File: src/rtl/uart_tx_param.sv
// rtl/uart_tx_param.sv - parametrised UART transmitter with input FIFO and valid/ready handshake
module uart_tx_param #(
   parameter int CLK_FREQ   = 12000000,
   parameter int BAUD       = 115200,
   parameter int DATA_BITS  = 8,
   parameter int PARITY     = 0,
   parameter int STOP_BITS  = 1,
   parameter int FIFO_DEPTH = 4
) (
   input  logic                          clk,
   input  logic                          reset,
   input  logic [DATA_BITS-1:0]          data_in,
   input  logic                          data_valid,
   output logic                          data_ready,
   output logic                          tx,
   output logic                          busy,
   output logic [$clog2(FIFO_DEPTH):0]   fifo_level
);
   localparam int DIV = (CLK_FREQ + BAUD / 2) / BAUD;
   localparam int BW  = (DIV > 1) ? $clog2(DIV) : 1;
   localparam int AW  = $clog2(FIFO_DEPTH);
   localparam int LW  = AW + 1;
   localparam int CW  = 4;
   localparam logic [BW-1:0] BAUD_LAST = BW'(DIV - 1);
   localparam logic [CW-1:0] DATA_LAST = CW'(DATA_BITS - 1);
   localparam logic [CW-1:0] STOP_LAST = CW'(STOP_BITS - 1);
   localparam logic          PAR_ODD   = (PARITY == 1);

   typedef enum logic [2:0] {S_IDLE, S_START, S_DATA, S_PARITY, S_STOP} state_t;

   state_t               state, state_nxt;
   logic [DATA_BITS-1:0] mem [FIFO_DEPTH];
   logic [AW-1:0]        wr_ptr, rd_ptr;
   logic [LW-1:0]        count;
   logic                 fifo_empty, push, pop;
   logic [BW-1:0]        baud_cnt;
   logic [CW-1:0]        bit_cnt;
   logic [DATA_BITS-1:0] shreg;
   logic                 par_bit, tx_nxt, tick;

   assign fifo_empty = (count == '0);
   assign data_ready = (count != LW'(FIFO_DEPTH));
   assign push       = data_valid & data_ready;
   assign fifo_level = count;
   assign tick       = (baud_cnt == BAUD_LAST);
   assign busy       = (state != S_IDLE) || !fifo_empty;

   always_ff @(posedge clk) begin
      if (push) mem[wr_ptr] <= data_in;
   end

   always_ff @(posedge clk or negedge reset) begin
      if (!reset) begin
         wr_ptr <= '0;
         rd_ptr <= '0;
         count  <= '0;
      end else begin
         if (push) wr_ptr <= wr_ptr + AW'(1);
         if (pop)  rd_ptr <= rd_ptr + AW'(1);
         case ({push, pop})
            2'b10:   count <= count + LW'(1);
            2'b01:   count <= count - LW'(1);
            default: count <= count;
         endcase
      end
   end

   always_ff @(posedge clk or negedge reset) begin
      if (!reset) state <= S_IDLE;
      else        state <= state_nxt;
   end

   always_comb begin
      state_nxt = state;
      case (state)
         S_IDLE:   if (!fifo_empty) state_nxt = S_START;
         S_START:  if (tick) state_nxt = S_DATA;
         S_DATA:   if (tick && bit_cnt == DATA_LAST) state_nxt = (PARITY != 0) ? S_PARITY : S_STOP;
         S_PARITY: if (tick) state_nxt = S_STOP;
         S_STOP:   if (tick && bit_cnt == STOP_LAST) state_nxt = fifo_empty ? S_IDLE : S_START;
         default:  state_nxt = S_IDLE;
      endcase
   end

   // Popping on the last stop clock keeps queued frames back-to-back.
   always_comb begin
      tx_nxt = 1'b1;
      pop    = 1'b0;
      case (state)
         S_IDLE:   pop    = !fifo_empty;
         S_START:  tx_nxt = 1'b0;
         S_DATA:   tx_nxt = shreg[0];
         S_PARITY: tx_nxt = par_bit;
         S_STOP:   pop    = tick && (bit_cnt == STOP_LAST) && !fifo_empty;
         default:  tx_nxt = 1'b1;
      endcase
   end

   always_ff @(posedge clk or negedge reset) begin
      if (!reset) begin
         tx       <= 1'b1;
         baud_cnt <= '0;
         bit_cnt  <= '0;
         shreg    <= '0;
         par_bit  <= 1'b0;
      end else begin
         tx <= tx_nxt;
         if (state == S_IDLE || tick) baud_cnt <= '0;
         else                         baud_cnt <= baud_cnt + BW'(1);
         if (tick && (state == S_DATA || state == S_STOP))
            bit_cnt <= (state_nxt != state) ? '0 : bit_cnt + CW'(1);
         if (pop) begin
            shreg   <= mem[rd_ptr];
            par_bit <= (^mem[rd_ptr]) ^ PAR_ODD;
         end else if (state == S_DATA && tick) begin
            shreg <= shreg >> 1;
         end
      end
   end
endmodule

File: config.mk
export PLATFORM = sky130hd
export DESIGN_NAME = uart_tx_param
export DESIGN_NICKNAME = d
export VERILOG_FILES = /design/src/rtl/uart_tx_param.sv
export SDC_FILE = /design/constraint.sdc
export NUM_CORES = 1
export LEC_CHECK = 0
export ABC_AREA = 1
export CAP_MARGIN = 15
export CORE_MARGIN = 2
export CORE_UTILIZATION = 36
export DETAILED_ROUTE_END_ITERATION = 7
export SYNTH_ARGS = -nofsm -noshare
export SYNTH_HDL_FRONTEND = slang
export SYNTH_SLANG_ARGS = --single-unit
File: constraint.sdc
create_clock -name clk -period 3.7 [get_ports clk]
set_input_delay 0.555 -clock clk [delete_from_list [all_inputs] [get_ports clk]]
set_output_delay 0.555 -clock clk [all_outputs]
set_load 0.005 [all_outputs]
==> flow_metrics.py, run 1 <==
metrics = {
    "floorplan": {
        "fp-row-count": 33,
        "io_pins": 17,
        "core-area_um2": 8260,
        "die_w_um": 96.7,
        "dieArea_um2": 9360,
        "die_h_um": 96.7,
        "start_util_pct": 37.5,
    },
    "setup_path": {
        "crit_path_start_kind": "register",
        "critical_path.endpoint_type": "register",
        "crit_fanout": 17,
        "crit_chain": "ha_1, nand2_1, nor2_2, nand4_1, nand2_1, nand2_2, inv_1, ha_1, fa_1, a21oi_1, o21ai_0, xnor2_1",
        "cp_num_buf_inv": 1,
        "path_class": "register to register",
        "rrSetupSlack_ns": 1.21,
        "cp_slowest_stage_delay_ns": 0.40,
        "critPathTopFamily": "adder cells",
        "crit_arrival_ns": 2.72,
        "critical_path_required_ns": 3.93,
        "critPathSlowestCell": "dfrtp_1",
    },
    "detailed_routing": {
        "vias": 2216,
        "drtAntennaViolNets": 0,
        "viasPerCell": 4.71,
        "firstDrtPassIters": 4,
        "drcViolationCount": 0,
        "drt-total-wl_um": 5660,
        "wire_per_inst_um": 12.0,
        "drt_iter0_drc": 98,
    },
    "clock_network": {
        "postCtsHoldBufs": 0,
        "clkTransAtPathRegs_ns": 0.08,
        "cts_sinks": 63,
        "cts_buffer_depth": 2,
        "cts_buffers": 9,
        "insertion_delay_ns": 0.34,
        "cts_setup_buffers": 0,
        "post_cts_resized": 0,
        "cts_tree": "done",
        "cts_root_buf": "clkbuf_8",
        "htree_levels": 3,
    },
    "cells_and_area": {
        "nets": 380,
        "syn2layout_area_growth_pct": 13.3,
        "final_common_cell": "nand2_1",
        "diodes": 0,
        "nFillCells": 829,
        "layout-drive-gt1-share_pct": 9.86,
        "layout_common_cells": "nand2_1, edfxtp_1, inv_1, dfrtp_1, nand3_1",
    },
    "power": {
        "vdd_drop_max_uv": 355,
        "p_leak_nw": 1.56,
        "powerDensity_nw_per_um2": 737,
    },
    "timing": {
        "skew_ns": 0.00775,
        "slew_violations": 0,
        "worst_slew_pin_slew_ns": 0.809,
        "rsz0062_at_grt": "false",
        "setup_tns_ns": 0,
        "finalCriticalPeriod_ns": 2.49,
        "hold_viol_final": 0,
        "slew_headroom_pct": 45.9,
        "timing.final.crit_share_pct": 67.2,
        "fmax_mhz": 402,
        "worst_slack_ns": 1.21,
        "setup_viol": 0,
    },
    "global_routing": {
        "grt_max_degree": 32,
        "grt_pass1_wl_um": 9980,
        "grt.overflow.total": 0,
        "antenna_found_initial": 0,
        "grt_pass1_vias": 2219,
        "grtUsageTotal_pct": 13.3,
    },
    "yosys": {
        "syn_area_per_cell_um2": 9.13,
        "synth_edf_count": 32,
        "syn_inst": 339,
        "synth.ff_latch_count": 63,
        "synth.distinct_cells": 35,
        "ys_async_sr_fraction_pct": 49.2,
        "synth-main-ff-cell": "edfxtp_1",
        "synth-seq-area-share_pct": 56.1,
        "yosysWarnings": 0,
        "synth_nets": 359,
        "netlist_area_um2": 3100,
    },
    "place": {
        "dp_slack_ns": 1.23,
        "hpwl_um": 3930,
        "place_congestion": 0.739,
        "io_buffers": 16,
    },
    "flow_run": {
        "drv_cap": 0,
    },
    "run_status": {
        "status": "finished clean",
    },
    "hold_path": {
        "hold_path_class": "register to register",
    },
}
==> cell type report <==
| type | count | area, µm² | area share [%] |
|---|---|---|---|
| sequential | 63 | 1740 | 49.6 |
| multi-input combinational | 231 | 1150 | 32.8 |
| timing repair buffer | 17 | 168 | 4.78 |
| inverter | 38 | 149 | 4.25 |
| tap | 105 | 131 | 3.75 |
| clock buffer | 9 | 124 | 3.53 |
| clock inverter | 7 | 48.8 | 1.39 |
==> logic make-up (layout without fill, tap and decap cells) <==
kind of cell    Yosys count  in the layout  share of synthesized area, %
fa+ha+maj                 9              9                          3.88
xor+xnor                  6              6                          1.70
mux                       1              1                         0.364
buf+inv                  45             71                          6.79
flops                    63             63                          56.1
compound gates           37             37                          6.71
simple gates            178            178                          24.4
==> flip-flops by register name, summed over array words and instances, names as in the netlist, 2 cells and up <==
signal,cells
bit_cnt,4
mem,32
shreg,8
fifo_level,3
state,3
rd_ptr,2
wr_ptr,2
baud_cnt,7
==> report_power, final <==
part	total [mW]	leakage (nW)	internal, mW	switching [mW]
logic	0.966	0.809	0.363	0.602
registers	1.10	0.673	0.943	0.152
clock network	0.526	0.0793	0.242	0.284
total	2.59	1.56	1.55	1.04
==> metal layers <==
metal	routed length (µm)	global-route usage (%)	vias up
met5	0	0	-
met1	2730	16.6	1037
met2	2650	21.4	25
met3	196	4.70	7
met4	84	4.55	0
li1	-	-	1147
==> per-stage QoR <==
step	hold WS [ns]	area, µm²	utilization [%]	cells	power (mW)
after floorplan	0.259	3100	-	339	1.85
final	0.462	3510	42.5	470	2.59
after detailed placement	0.453	3330	40.4	454	2.09
after CTS	0.464	3510	42.5	470	2.62
after global placement	0.445	3330	40.4	454	2.05
after global routing	0.492	3510	42.5	470	2.84
==> path summary, 6_finish.rpt <==
path / startpoint / endpoint / cells past startpoint
max in group asynchronous: reset / tx / 2
min in group asynchronous: reset / bit_cnt[0] / 2
max reg2reg: baud_cnt[0] / fifo_level[2] / 12
min reg2reg: baud_cnt[0] / baud_cnt[0] / 1
min: baud_cnt[0] / baud_cnt[0] / 1
max: baud_cnt[0] / fifo_level[2] / 12
==> cells in the mapped netlist (all sizes together), types with 2 or more instances <==
cell type | count | area (µm²)
nor2 | 23 | 96.4
xnor2 | 2 | 17.5
nor3b | 2 | 15.0
nand2 | 119 | 462
edfxtp | 32 | 961
xor2 | 4 | 35.0
nor3 | 5 | 25.0
o221ai | 3 | 26.3
dfrtp | 30 | 751
a21oi | 6 | 30.0
nand3 | 26 | 140
o21ai | 23 | 115
ha | 8 | 100
inv | 37 | 144
nand4 | 2 | 12.5
buf | 7 | 61.3
Note: power is estimated with default switching activity, not from simulation.
==> inputs of run 2 (changes only) <==
==> constraint.sdc (replaced) <==
create_clock -name clk -period 2.1 [get_ports clk]
set_input_delay 0.315 -clock clk [delete_from_list [all_inputs] [get_ports clk]]
set_output_delay 0.315 -clock clk [all_outputs]
set_load 0.005 [all_outputs]
==> run 2 against run 1 <==
Compared with the run above: setup slack lost 1.1 ns; sequential power grew 66%; register-to-register slack lost 1.1 ns; clock skew shrank 0.00073 ns; first-iteration DRC count shrank 27%; fmax grew 23%; clock-buffer cell count is the same; global-route usage shrank 0.53 points.
==> flow_metrics.py, run 2 (synthesized netlist as in run 1, its figures left out) <==
metrics = {
    "timing": {
        "slew_headroom_pct": 68.0,
        "hold_slack_ns": 0.366,
        "hold_viol_final": 0,
        "slew_violations": 0,
        "skew_ns": 0.00702,
        "finalCriticalPeriod_ns": 2.03,
        "worst_slew_pin_slew_ns": 0.480,
        "timing.final.crit_share_pct": 96.5,
        "setup_viol": 0,
        "rsz0062_at_grt": "true",
        "fmax_mhz": 493,
    },
    "detailed_routing": {
        "met3_length_um": 170,
        "dr_wl_met2_um": 2690,
        "drt_iter0_drc": 72,
        "viasPerCell": 4.64,
        "drt-total-wl_um": 5620,
        "firstDrtPassIters": 4,
        "wl_met1_um": 2680,
        "vias": 2285,
        "drtAntennaViolNets": 0,
        "drcViolationCount": 0,
        "wire_per_inst_um": 11.4,
        "top_layer": "met4",
    },
    "setup_path": {
        "crit_arrival_ns": 2.26,
        "path_class": "register to register",
        "critical_path_required_ns": 2.33,
        "critical_path.endpoint_type": "register",
        "crit_fanout": 2,
        "rrSetupSlack_ns": 0.07,
        "r2r_start": "baud_cnt[1]",
        "r2r_cells": 10,
        "timing.rr.end": "fifo_level[1]",
        "crit_path_start_kind": "register",
    },
    "clock_network": {
        "cts_buffer_depth": 2,
        "cts_tree": "done",
        "insertion_delay_ns": 0.34,
        "cts_buffers": 9,
        "htree_levels": 3,
        "clkTransAtPathRegs_ns": 0.08,
        "cts_root_buf": "clkbuf_8",
        "cts_sinks": 63,
    },
    "cells_and_area": {
        "final_common_cell": "nand2_1",
        "final_util_pct": 45.3,
        "seq_area_um2": 1740,
        "nets": 402,
        "syn2layout_area_growth_pct": 20.7,
        "largest_registers": "mem: 32 flops, shreg: 8 flops, baud_cnt: 7 flops",
        "largest_register_ff_count": 32,
        "layout_common_cells": "nand2_1, edfxtp_1, inv_1, dfrtp_1, nand3_1",
        "nFillCells": 804,
        "layout-drive-gt1-share_pct": 17.6,
        "multi_input_area_um2": 1180,
        "top_register": "mem",
        "diodes": 0,
        "stdcell_count": 492,
    },
    "place": {
        "io_buffers": 16,
        "hpwl_um": 3930,
        "place_congestion": 0.765,
        "dp_cells": 472,
    },
    "floorplan": {
        "fp-row-count": 33,
        "die_h_um": 96.7,
        "core-area_um2": 8260,
        "die_w_um": 96.7,
        "start_util_pct": 37.5,
        "dieArea_um2": 9360,
        "io_pins": 17,
    },
    "global_routing": {
        "grt_max_degree": 32,
        "antenna_found_initial": 0,
        "grtUsageTotal_pct": 12.7,
        "grt.overflow.total": 0,
        "grt_pass1_vias": 2103,
        "grt_pass1_wl_um": 9620,
    },
    "power": {
        "vdd_drop_max_uv": 627,
        "power_mw": 4.91,
        "powerDensity_nw_per_um2": 1320,
        "p_leak_nw": 1.68,
    },
    "run_status": {
        "status": "finished clean",
    },
    "hold_path": {
        "hold_path_class": "input port to async pin",
    },
    "flow_run": {
        "drv_cap": 0,
    },
}
[run 2: changes by cell type in the layout (fill, tap and decap cells not counted), moves of 2 or more]
| cell | delta |
|---|---|
| nand2_2 | +2 |
| nor2_1 | -2 |
| ha_1 | -2 |
| buf_4 | +22 |
| nand2_1 | -2 |
| inv_6 | +2 |
[run 2: critical path: stages, from the launching register on]
cell	delay [ns]
dfrtp_1	0.36
ha_2	0.19
nand2_2	0.07
nor2_4	0.10
nand4_1	0.14
nand2_2	0.11
nand2_2	0.06
inv_2	0.08
ha_4	0.13
fa_2	0.42
mux2_2	0.26
[run 2: metrics by stage]
step	instance area [µm²]	setup TNS [ns]	worst slack, ns
floorplan	3100	0	0.00240
global placement	3470	0	0.0383
detailed placement	3470	0	0.00190
CTS	3680	0	0.00763
global route	3740	-0.0822	-0.0633
finish	3740	0	0.0732
[run 2: routing by layer]
layer	GRT usage, %	up-vias
met5	0	-
met4	5.42	0
met3	3.83	7
met2	19.7	30
met1	16.7	1057
li1	-	1191
[run 2: how the worst max path moves through the flow]
stage / from / end / slack (ns)
after CTS: baud_cnt[0] / fifo_level[2] / 0.008
after global routing: baud_cnt[0] / fifo_level[1] / -0.06
after global placement: baud_cnt[0] / fifo_level[2] / 0.04
final: baud_cnt[1] / fifo_level[1] / 0.07
after floorplan: baud_cnt[0] / fifo_level[2] / 0.002
after detailed placement: baud_cnt[0] / fifo_level[2] / 0.002
[run 2: final cells by class]
class                      instances  share of cell area, %
multi-input combinational        231                   31.6
clock buffer                       9                   3.31
timing repair buffer              39                   8.91
sequential                        63                   46.5
tap                              105                   3.52
inverter                          38                   3.98
clock inverter                     7                   2.14
[run 2: what timing repair did]
action | 4_1_cts | 5_1_grt
setup endpoints to repair | 1 | 3
pin swaps | 1 | 3
resized for setup | 1 | 9
hold buffers | 0 | 0
setup buffers | 0 | 4
[run 2: power breakdown]
group	switching (mW)	internal, mW	total (mW)
combinational	1.19	0.821	2.01
sequential	0.174	1.66	1.83
clock	0.508	0.561	1.07
total	1.87	3.04	4.91
==> inputs of run 3 (changes only) <==
--- a/config.mk
+++ b/config.mk
@@ -10,6 +10,7 @@
 export CORE_MARGIN = 2
 export CORE_UTILIZATION = 36
 export DETAILED_ROUTE_END_ITERATION = 7
+export SETUP_SLACK_MARGIN = 0.02
 export SYNTH_ARGS = -nofsm -noshare
 export SYNTH_HDL_FRONTEND = slang
 export SYNTH_SLANG_ARGS = --single-unit
==> constraint.sdc (replaced) <==
create_clock -name clk -period 1.7 [get_ports clk]
set_input_delay 0.255 -clock clk [delete_from_list [all_inputs] [get_ports clk]]
set_output_delay 0.255 -clock clk [all_outputs]
set_load 0.005 [all_outputs]
==> run 3 against run 2 <==
Compared with the run above: setup slack got worse by 0.41 ns; highest routed layer unchanged; the run now ends with negative setup slack left; fmax fell by 0.72%; clock power increased by 32%; sequential share of layout area decreased by 2.7 points; largest power group unchanged; final area grew 6.2%.
==> flow_metrics.py, run 3 (synthesized netlist as in run 1, its figures left out) <==
metrics = {
    "run_status": {
        "status": "finished, violations left",
        "violations": "negative setup slack",
    },
    "cells_and_area": {
        "final_common_cell": "nand2_1",
        "largest_registers": "mem: 32 flops, shreg: 8 flops, baud_cnt: 7 flops",
        "largest_register_ff_count": 32,
        "top_register": "mem",
        "nets": 419,
        "syn2layout_area_growth_pct": 28.2,
        "layout-drive-gt1-share_pct": 24.3,
        "diodes": 0,
        "layout_common_cells": "nand2_1, buf_4, edfxtp_1",
    },
    "timing": {
        "hold_viol_final": 0,
        "fmax_mhz": 490,
        "slew_headroom_pct": 69.3,
        "skew_ns": 0.00811,
        "slew_violations": 0,
        "rsz0062_at_grt": "true",
        "timing.final.crit_share_pct": 120,
        "worst_slew_pin_slew_ns": 0.457,
        "worst_slack_ns": -0.342,
        "finalCriticalPeriod_ns": 2.04,
        "setup_tns_ns": -0.670,
        "setup_viol": 2,
    },
    "global_routing": {
        "antenna_found_initial": 0,
        "grt_max_degree": 32,
        "grt_pass1_vias": 2310,
        "grt.overflow.total": 0,
        "grt_pass1_wl_um": 10300,
        "grtUsageTotal_pct": 13.9,
    },
    "clock_network": {
        "clkTransAtPathRegs_ns": 0.07,
        "cts_sinks": 63,
        "insertion_delay_ns": 0.34,
        "cts_buffer_depth": 2,
        "cts_root_buf": "clkbuf_8",
        "htree_levels": 3,
        "cts_tree": "done",
        "cts_buffers": 9,
        "postCtsHoldBufs": 0,
    },
    "power": {
        "p_leak_nw": 1.79,
        "power_frac_seq_pct": 33.7,
        "p_switching_mw": 2.48,
        "p_comb_share_pct": 45.2,
        "power_mw": 6.66,
        "vdd_drop_max_uv": 712,
        "powerDensity_nw_per_um2": 1680,
        "p_clk_share_pct": 21.1,
        "p_int_mw": 4.18,
        "sw_frac_of_total_pct": 37.2,
    },
    "floorplan": {
        "dieArea_um2": 9360,
        "start_util_pct": 37.5,
        "io_pins": 17,
        "die_w_um": 96.7,
        "core-area_um2": 8260,
        "die_h_um": 96.7,
        "fp-row-count": 33,
    },
    "detailed_routing": {
        "drt_iter0_drc": 73,
        "wire_per_inst_um": 12.3,
        "vias": 2380,
        "drt-total-wl_um": 6250,
        "drcViolationCount": 0,
        "firstDrtPassIters": 4,
        "drtAntennaViolNets": 0,
        "viasPerCell": 4.68,
    },
    "setup_path": {
        "timing.rr.end": "fifo_level[2]",
        "cp_num_buf_inv": 1,
        "r2r_cells": 12,
        "cp_slowest_stage_delay_ns": 0.39,
        "critical_path.endpoint_type": "register",
        "crit_path_start_kind": "register",
        "cp_common_cell": "nand2_2",
        "crit_fanout": 2,
        "r2r_start": "baud_cnt[1]",
        "critical_path_required_ns": 1.94,
        "crit_arrival_ns": 2.28,
        "crit_chain": "ha_2, nand2_2, nor2_4, nand4_1, nand2_1, nand2_2, inv_2, ha_4, fa_1, a21oi_1, o21ai_1, xnor2_1",
        "critPathTopFamily": "adder cells",
        "path_class": "register to register",
        "rrSetupSlack_ns": -0.34,
        "critPathSlowestCell": "dfrtp_1",
    },
    "flow_run": {
        "drv_cap": 0,
    },
    "hold_path": {
        "hold_path_class": "input port to async pin",
    },
    "place": {
        "io_buffers": 16,
        "place_congestion": 0.732,
        "hpwl_um": 4170,
        "dp_slack_ns": -0.351,
    },
}
[run 3: per-stage QoR]
step / hold WS, ns / cells / instance area [µm²] / util, %
global placement: 0.470 / 484 / 3590 / 43.5
CTS: 0.330 / 501 / 3820 / 46.3
finish: 0.313 / 509 / 3970 / 48.1
detailed placement: 0.474 / 484 / 3590 / 43.5
global route: 0.357 / 509 / 3970 / 48.1
floorplan: -0.0406 / 339 / 3110 / -
[run 3: area by class of cell]
| type | instances | area [µm²] |
|---|---|---|
| fill | 783 | 4290 |
| multi-input combinational | 231 | 1230 |
| clock buffer | 10 | 128 |
| inverter | 38 | 160 |
| tap | 105 | 131 |
| timing repair inverter | 1 | 7.51 |
| sequential | 63 | 1740 |
| timing repair buffer | 55 | 493 |
| clock inverter | 6 | 85.1 |
[run 3: routing by layer]
metal  vias to the layer above  part of all wire (%)  track usage, %
met5                         -                     0               0
met4                         0                   2.1            7.15
met3                        11                   2.5            2.89
met2                        33                    52            23.8
met1                      1105                    44            16.6
li1                       1231                     -               -
[run 3: how the worst max path moves through the flow]
stage | slack, ns | cells past startpoint | from | endpoint
CTS | -0.35 | 10 | baud_cnt[0] | fifo_level[1]
global placement | -0.28 | 12 | baud_cnt[0] | fifo_level[2]
global route | -0.44 | 10 | baud_cnt[0] | fifo_level[1]
floorplan | -0.32 | 10 | baud_cnt[0] | fifo_level[1]
detailed placement | -0.35 | 10 | baud_cnt[0] | fifo_level[1]
finish | -0.34 | 12 | baud_cnt[1] | fifo_level[2]
[run 3: repair_timing]
item	4_1_cts	5_1_grt
buffers inserted	1	7
gates cloned	0	2
endpoints found under the setup margin	16	20
resized for setup	7	28
pin swaps	5	6
[run 3: power by group through the flow]
stage                     clock network, mW  registers [mW]  logic [mW]
final                                  1.41            2.24        3.01
after global routing                   1.51            2.28        3.48
after CTS                              1.44            2.22        2.73
after detailed placement                  0            2.25        2.68
after global placement                    0            2.23        2.58
after floorplan                           0            2.26        1.80
